File: src/rtl/sha1_iter_core.sv
// sha1_iter_core: iterative SHA-1 compression of one 512-bit block, ROUNDS_PER_CYCLE rounds per clock.
// Define SHA1_MIDSTATE_EN to add the h_in/load_mid mid-state load port.
module sha1_iter_core #(
    parameter int ROUNDS_PER_CYCLE = 1
) (
    input  logic         clk,
    input  logic         rst,
    input  logic         init,
    input  logic         next,
    input  logic [511:0] block,
`ifdef SHA1_MIDSTATE_EN
    input  logic [159:0] h_in,
    input  logic         load_mid,
`endif
    output logic         ready,
    output logic [159:0] digest,
    output logic         digest_valid
);

    localparam logic [159:0] SHA1_IV = 160'h67452301_efcdab89_98badcfe_10325476_c3d2e1f0;
    localparam logic [6:0]   T_STEP  = 7'(ROUNDS_PER_CYCLE);
    localparam logic [6:0]   T_LAST  = 7'(80 - ROUNDS_PER_CYCLE);

    typedef enum logic [1:0] {
        ST_IDLE   = 2'd0,
        ST_ROUNDS = 2'd1,
        ST_FINAL  = 2'd2
    } state_t;

    state_t            state_r;
    state_t            state_nxt_s;
    logic              ready_r;
    logic              dv_r;
    logic [159:0]      h_r;
    logic [6:0]        t_r;
    logic [31:0]       a_r, b_r, c_r, d_r, e_r;
    logic [15:0][31:0] w_r;
    logic [15:0][31:0] w_nxt_s;
    logic [31:0]       ra_s, rb_s, rc_s, rd_s, re_s;
    logic              accept_s;
    logic              last_grp_s;
    logic [159:0]      chain_s;

    function automatic logic [31:0] rotl1(input logic [31:0] x);
        return {x[30:0], x[31]};
    endfunction

    function automatic logic [31:0] rotl5(input logic [31:0] x);
        return {x[26:0], x[31:27]};
    endfunction

    function automatic logic [31:0] rotl30(input logic [31:0] x);
        return {x[1:0], x[31:2]};
    endfunction

    function automatic logic [31:0] f_fn(input logic [6:0] t, input logic [31:0] b,
                                         input logic [31:0] c, input logic [31:0] d);
        logic [31:0] f;
        if (t < 7'd20) begin
            f = (b & c) | (~b & d);
        end else if (t < 7'd40) begin
            f = b ^ c ^ d;
        end else if (t < 7'd60) begin
            f = (b & c) | (b & d) | (c & d);
        end else begin
            f = b ^ c ^ d;
        end
        return f;
    endfunction

    function automatic logic [31:0] k_fn(input logic [6:0] t);
        logic [31:0] k;
        if (t < 7'd20) begin
            k = 32'h5a827999;
        end else if (t < 7'd40) begin
            k = 32'h6ed9eba1;
        end else if (t < 7'd60) begin
            k = 32'h8f1bbcdc;
        end else begin
            k = 32'hca62c1d6;
        end
        return k;
    endfunction

    // State register; ready is registered alongside so it tracks IDLE exactly
    always_ff @(posedge clk or posedge rst) begin
        if (rst) begin
            state_r <= ST_IDLE;
            ready_r <= 1'b1;
        end else begin
            state_r <= state_nxt_s;
            ready_r <= (state_nxt_s == ST_IDLE);
        end
    end

    // Next-state logic
    always_comb begin
        state_nxt_s = state_r;
        case (state_r)
            ST_IDLE: begin
                if (accept_s) begin
                    state_nxt_s = ST_ROUNDS;
                end else begin
                    state_nxt_s = ST_IDLE;
                end
            end
            ST_ROUNDS: begin
                if (last_grp_s) begin
                    state_nxt_s = ST_FINAL;
                end else begin
                    state_nxt_s = ST_ROUNDS;
                end
            end
            ST_FINAL: state_nxt_s = ST_IDLE;
            default:  state_nxt_s = ST_IDLE;
        endcase
    end

    // Control decode: command acceptance, end of round groups, chaining source
    always_comb begin
        accept_s   = (init | next) & ready_r;
        last_grp_s = (state_r == ST_ROUNDS) && (t_r == T_LAST);
        if (init) begin
            chain_s = SHA1_IV;
        end else begin
            chain_s = h_r;
        end
    end

    // One unrolled group of rounds plus the window words it consumes
    always_comb begin
        logic [31:0] wx [16+ROUNDS_PER_CYCLE];
        logic [31:0] va, vb, vc, vd, ve, tv;
        logic [6:0]  tk;
        for (int i = 0; i < 16; i++) begin
            wx[i] = w_r[i];
        end
        // Window slot i holds W(t+i), so W(t+16+j) draws on slots 13,8,2,0 offset by j
        for (int j = 0; j < ROUNDS_PER_CYCLE; j++) begin
            wx[16+j] = rotl1(wx[13+j] ^ wx[8+j] ^ wx[2+j] ^ wx[j]);
        end
        va = a_r;
        vb = b_r;
        vc = c_r;
        vd = d_r;
        ve = e_r;
        tv = 32'd0;
        tk = t_r;
        for (int k = 0; k < ROUNDS_PER_CYCLE; k++) begin
            tk = t_r + 7'(k);
            tv = rotl5(va) + f_fn(tk, vb, vc, vd) + ve + k_fn(tk) + wx[k];
            ve = vd;
            vd = vc;
            vc = rotl30(vb);
            vb = va;
            va = tv;
        end
        for (int i = 0; i < 16; i++) begin
            w_nxt_s[i] = wx[i+ROUNDS_PER_CYCLE];
        end
        ra_s = va;
        rb_s = vb;
        rc_s = vc;
        rd_s = vd;
        re_s = ve;
    end

    // Datapath: block capture, working variables, round counter, chaining value
    always_ff @(posedge clk or posedge rst) begin
        if (rst) begin
            w_r  <= '0;
            a_r  <= 32'd0;
            b_r  <= 32'd0;
            c_r  <= 32'd0;
            d_r  <= 32'd0;
            e_r  <= 32'd0;
            t_r  <= 7'd0;
            h_r  <= SHA1_IV;
            dv_r <= 1'b0;
        end else begin
            case (state_r)
                ST_IDLE: begin
                    if (accept_s) begin
                        for (int i = 0; i < 16; i++) begin
                            w_r[i] <= block[511-32*i -: 32];
                        end
                        a_r  <= chain_s[159:128];
                        b_r  <= chain_s[127:96];
                        c_r  <= chain_s[95:64];
                        d_r  <= chain_s[63:32];
                        e_r  <= chain_s[31:0];
                        t_r  <= 7'd0;
                        h_r  <= chain_s;
                        dv_r <= 1'b0;
`ifdef SHA1_MIDSTATE_EN
                    end else if (load_mid & ready_r) begin
                        h_r  <= h_in;
                        dv_r <= 1'b0;
`endif
                    end else begin
                        h_r <= h_r;
                    end
                end
                ST_ROUNDS: begin
                    w_r <= w_nxt_s;
                    a_r <= ra_s;
                    b_r <= rb_s;
                    c_r <= rc_s;
                    d_r <= rd_s;
                    e_r <= re_s;
                    t_r <= t_r + T_STEP;
                end
                ST_FINAL: begin
                    h_r  <= {h_r[159:128] + a_r, h_r[127:96] + b_r, h_r[95:64] + c_r,
                             h_r[63:32] + d_r, h_r[31:0] + e_r};
                    dv_r <= 1'b1;
                end
                default: begin
                    dv_r <= 1'b0;
                end
            endcase
        end
    end

    assign ready        = ready_r;
    assign digest       = h_r;
    assign digest_valid = dv_r;

endmodule

File: config.mk
export PLATFORM = sky130hd
export DESIGN_NAME = sha1_iter_core
export DESIGN_NICKNAME = d
export VERILOG_FILES = /design/src/rtl/sha1_iter_core.sv
export SDC_FILE = /design/constraint.sdc
export NUM_CORES = 2
export LEC_CHECK = 0
export ABC_CLOCK_PERIOD_IN_PS = 32000
export CAP_MARGIN = 15
export CORE_MARGIN = 1.5
export CORE_UTILIZATION = 45
export DETAILED_ROUTE_END_ITERATION = 10
export PLACE_DENSITY = 0.7
export RECOVER_POWER = 50
export SLEW_MARGIN = 15
export SYNTH_ARGS = -nofsm -noshare
export SYNTH_HDL_FRONTEND = slang
export SYNTH_SLANG_ARGS = --single-unit
File: constraint.sdc
create_clock -name clk -period 32 [get_ports clk]
set_clock_uncertainty 0.2 [all_clocks]
set_input_delay 6.4 -clock clk [delete_from_list [all_inputs] [get_ports clk]]
set_output_delay 6.4 -clock clk [all_outputs]
set_load 0.02 [all_outputs]
# == After elaboration in Yosys (flattened, before gate mapping) ==
# Cells that the tools add are included.
# totals
reg_bits,843
elab_cells,95
input_bits,516
# op_classes
n_addsub,10
muxes,28
magnitude_cmp,3
eq_ne,4
reduce_logical,8
bitwise,16
# op_table
cell,n
512-bit case mux with 2 select lines,1
512-bit two-way mux,1
160-bit two-way mux,2
32-bit two-way mux,10
160-bit case mux with 2 select lines,1
32-bit case mux with 2 select lines,5
32-bit adder,9
32-bit XOR,5
32-bit bitwise AND,4
32-bit OR,3
32-bit inverter,1
31-bit two-way mux,1
"7-bit by 6-bit less-than comparator with 1-bit output, second input constant",2
7-bit case mux with 2 select lines,1
"7-bit by 1-bit adder with 7-bit output, second input constant",1
"7-bit equality test, second input constant",1
"7-bit by 5-bit less-than comparator with 1-bit output, second input constant",1
7-bit two-way mux,1
2-bit AND reduction,3
2-bit logical NOT,2
2-bit case mux with 2 select lines,1
2-bit nonzero test,2
1-bit case mux with 3 select lines,1
"2-bit by 1-bit equality test with 1-bit output, second input constant",1
other kinds (8),9

# == Logic depth before layout (Yosys ltp) ==
# logic_depth
ltp_word,11
mapped_depth,25
depth_no_buf,22

# == Least setup slack after synthesis ==
# OpenSTA, ideal clock, no wires.
# synth_timing
path_kind,input-to-reg
startpoint,input port init
endpoint,"register w_r, in the netlist w_nxt_s[0]"
t_arrival_ns,8.119
setup_time_ns,0.141
path_slack_ns,23.540
path_buffers,4
stages,7
required_time_ns,31.659
cell_sequence,clkbuf_1 o21ai_0 a21oi_1 clkbuf_1 clkbuf_1 clkbuf_1 a31oi_1
# synth_via
elab_chain_len,4
# synth_lines
item,line,source
start: declaration,8,"input logic init,"
1-bit OR,121,accept_s = (init | next) & ready_r;
1-bit bitwise AND,121,
2-bit != test (no line),n/a,
2-bit AND reduction (no line),n/a,
end signal: indexed assignment,185,w_r[i] <= block[511-32*i -: 32];
end signal: assignment,205,w_r <= w_nxt_s;
end: declaration,37,logic [15:0][31:0] w_r;
# No other way between the ends.
# A chain may end at the register's enable or synchronous reset.

# == Worst setup path after layout ==
# layout_timing
startpoint,input port init
endpoint,"register w_r, in the netlist w_nxt_s[335]"
# Same word-level chain as after synthesis.

==> flow_metrics.py <==
metrics = {
    "clock_network": {
        "cts_sinks": 843,
        "clock_latency_ns": 0.71,
        "tritoncts": "yes",
        "htree_levels": 3,
        "clockBufferDepth": 3,
        "path_clk_slew_ns": 0.06,
        "cts_resized": 0,
        "postCtsSetupRepairBufs": 0,
        "cts-hold-fix-buffers": 0,
        "cts-buffers-inserted": 97,
        "root_buffer": "clkbuf_16",
    },
    "sta": {
        "post-route-min-period_ns": 18.09,
        "setup_ws_ns": 13.91,
        "setup_tns_ns": 0,
        "worstMarginPinSlew_ns": 11.39,
        "post-route-period-util_pct": 56.5,
        "slew_viol_final": 1165,
        "rsz0062_at_grt": "false",
        "clock.fmax_mhz": 55.3,
        "finalHoldViolations": 0,
        "finalSetupViolations": 0,
        "relSlewSlack_pct": -659,
    },
    "logic_synthesis": {
        "yosys.area_share.simple_pct": 20.0,
        "synth_cells": 5968,
        "synth_compound_area_share_pct": 18.7,
        "async_reset_ff_share_pct": 100,
        "synth_xor_xnor_area_share_pct": 4.27,
        "synth_top_family_by_area": "simple AND/OR/NAND/NOR gates",
        "ys_seq_elements": 843,
        "synth-adder-area-share_pct": 9.76,
        "syn_area_um2": 50500,
        "synth_cell_types": 97,
        "synth-edff-count": 0,
        "synth_nets": 6803,
        "yosys_most_used_dff": "dfrtp_1",
        "yosys_warnings": 0,
        "synth_mux_area_share_pct": 0.674,
        "yosysSeqAreaShare_pct": 42.0,
        "syn_area_per_cell_um2": 8.46,
    },
    "finish": {
        "nFillCells": 10100,
        "nNetsFinal": 7243,
        "syn2layout_area_growth_pct": 21.9,
        "drive_above_1_share_pct": 4.91,
        "design_area_um2": 61600,
        "instances_no_fill": 8000,
    },
    "worst_setup_path": {
        "worstReg2RegEnd": "w_nxt_s[335]",
        "critPathLaunch": "init",
        "r2r_cells": 4,
        "start_kind": "primary input",
        "crit_fanout": 293,
        "crit_type": "primary input to flip-flop",
        "cp-endpoint": "w_nxt_s[335]",
        "end_kind": "flip-flop",
        "cp.arrival_ns": 17.99,
        "r2r-start": "ready",
        "r2r_slack_ns": 20.48,
        "worstPathRequired_ns": 31.91,
    },
    "floorplanning": {
        "die_h_um": 338,
        "coreArea_um2": 111000,
        "die_x_um": 338,
        "die_area_um2": 114000,
        "fp-row-count": 122,
        "num_io_pins": 678,
        "start_util_pct": 45.5,
    },
    "run_status": {
        "status": "complete, but fails checks",
        "violations": "capacitance limit, slew limit",
    },
    "grt": {
        "overflow": 0,
        "grt_max_degree": 294,
        "grt_antenna_before_repair": 27,
        "grt_pass1_wl_mm": 293,
        "grt_pass1_vias": 44900,
        "track_usage_pct": 34.8,
    },
    "placed_design": {
        "dp.cells": 7797,
        "port_buffers": 677,
        "dp_hpwl_mm": 152,
        "place_area_um2": 58200,
        "routabilityCongestion": 0.986,
        "preCtsSetupSlack_ns": 20.91,
    },
    "routing": {
        "wl_per_cell_um": 25.1,
        "drtPass1Iterations": 6,
        "remaining_drc_errors": 0,
        "drtAntennaViolNets": 0,
        "routed_wl_mm": 201,
        "drt_iter0_drc": 5272,
        "vias": 47400,
        "viasPerCell": 5.93,
    },
    "min_path": {
        "hp-class": "flip-flop to flip-flop",
    },
    "job": {
        "max_cap_viol_count": 16,
    },
}
[worst min-delay path by stage]
stage / from / end / slack [ns] / depth (start not counted)
finish: w_nxt_s[461] / w_nxt_s[461] / 0.28 / 2
floorplan: w_nxt_s[450] / w_nxt_s[450] / 0.25 / 2
CTS: w_nxt_s[457] / w_nxt_s[457] / 0.29 / 2
detailed placement: w_nxt_s[457] / w_nxt_s[457] / 0.27 / 2
global placement: w_nxt_s[475] / w_nxt_s[475] / 0.26 / 2
global route: w_nxt_s[457] / w_nxt_s[457] / 0.31 / 2
[area by class of cell]
| class | count | area (µm²) | share of cell area, % |
|---|---|---|---|
| Antenna cell | 20 | 50.0 | 0.0813 |
| Clock buffer | 146 | 2840 | 4.62 |
| Clock inverter | 37 | 609 | 0.989 |
| Inverter | 237 | 891 | 1.45 |
| Multi-Input combinational cell | 4513 | 27000 | 43.9 |
| Sequential cell | 843 | 21200 | 34.4 |
| Tap cell | 1488 | 1860 | 3.02 |
| Timing Repair Buffer | 716 | 7100 | 11.5 |
[metrics by stage]
step	hold WS [ns]	util, %
finish	0.283	55.5
detailed placement	0.272	52.4
global route	0.306	55.5
global placement	0.262	52.4
floorplan	0.250	-
CTS	0.285	55.5
[cell families after synthesis]
| group | Yosys count |
|---|---|
| AND/OR/NAND/NOR | 2422 |
| AO/OA/AOI/OAI | 1493 |
| flip-flops | 843 |
| buffers and inverters | 612 |
| adder cells (fa/ha/maj) | 319 |
| XOR/XNOR | 246 |
| multiplexers | 33 |
[metal layers]
layer  track usage [%]  vias to the layer above  wire length (µm)
met5                 0                        -                67
met2              54.6                     2395             92300
li1                  -                    21400                 -
met1              44.5                    23100             77300
met4              22.2                       10             13900
met3              6.31                      486             17500
[Yosys cell counts, types with 64 or more instances]
master | n | area share (%)
o31ai_1 | 64 | 0.95
a31oi_1 | 519 | 6.4
ha_1 | 194 | 4.8
nor3_1 | 99 | 0.98
inv_1 | 236 | 1.8
a21o_1 | 80 | 1.2
xnor2_1 | 160 | 2.8
dfrtp_1 | 762 | 38
xor2_1 | 86 | 1.5
nand2_1 | 1269 | 9.4
dfstp_2 | 81 | 4.2
nor2_1 | 728 | 5.4
fa_1 | 125 | 5.0
clkbuf_1 | 328 | 2.4
a21oi_1 | 305 | 3.0
nor3b_1 | 73 | 1.1
o21ai_0 | 254 | 2.5
[placed cells by master (no fill, tap or decap), drive strengths merged, types with 61 or more instances in the layout]
cell type	count
inv	239
nand3	61
o21ai	266
clkdlybuf4s50	513
fa	125
ha	194
xor2	86
nor3b	73
o31ai	69
nor2	728
nor3	100
nand2	1269
clkbuf	156
dfstp	81
a31oi	522
a21o	80
dfrtp	762
xnor2	160
dlygate4sd3	163
a21oi	308
[flip-flops by register name, summed over array words and instances, names as in the netlist, 2 cells and up]
name	cells
w_r	32
state_r	2
a_r	32
w_nxt_s	480
c_r	32
d_r	32
e_r	32
b_r	32
t_r	7
digest	160
[critical path, cell delays in order]
cell	delay, ns
clkbuf_1	1.18
o21ai_0	0.50
a21oi_1	1.07
clkbuf_1	7.84
a31oi_1	0.60
Power is left out: the tool's default activity adds up to more than one toggle a clock period on the data nets, which glitch-free logic cannot reach.
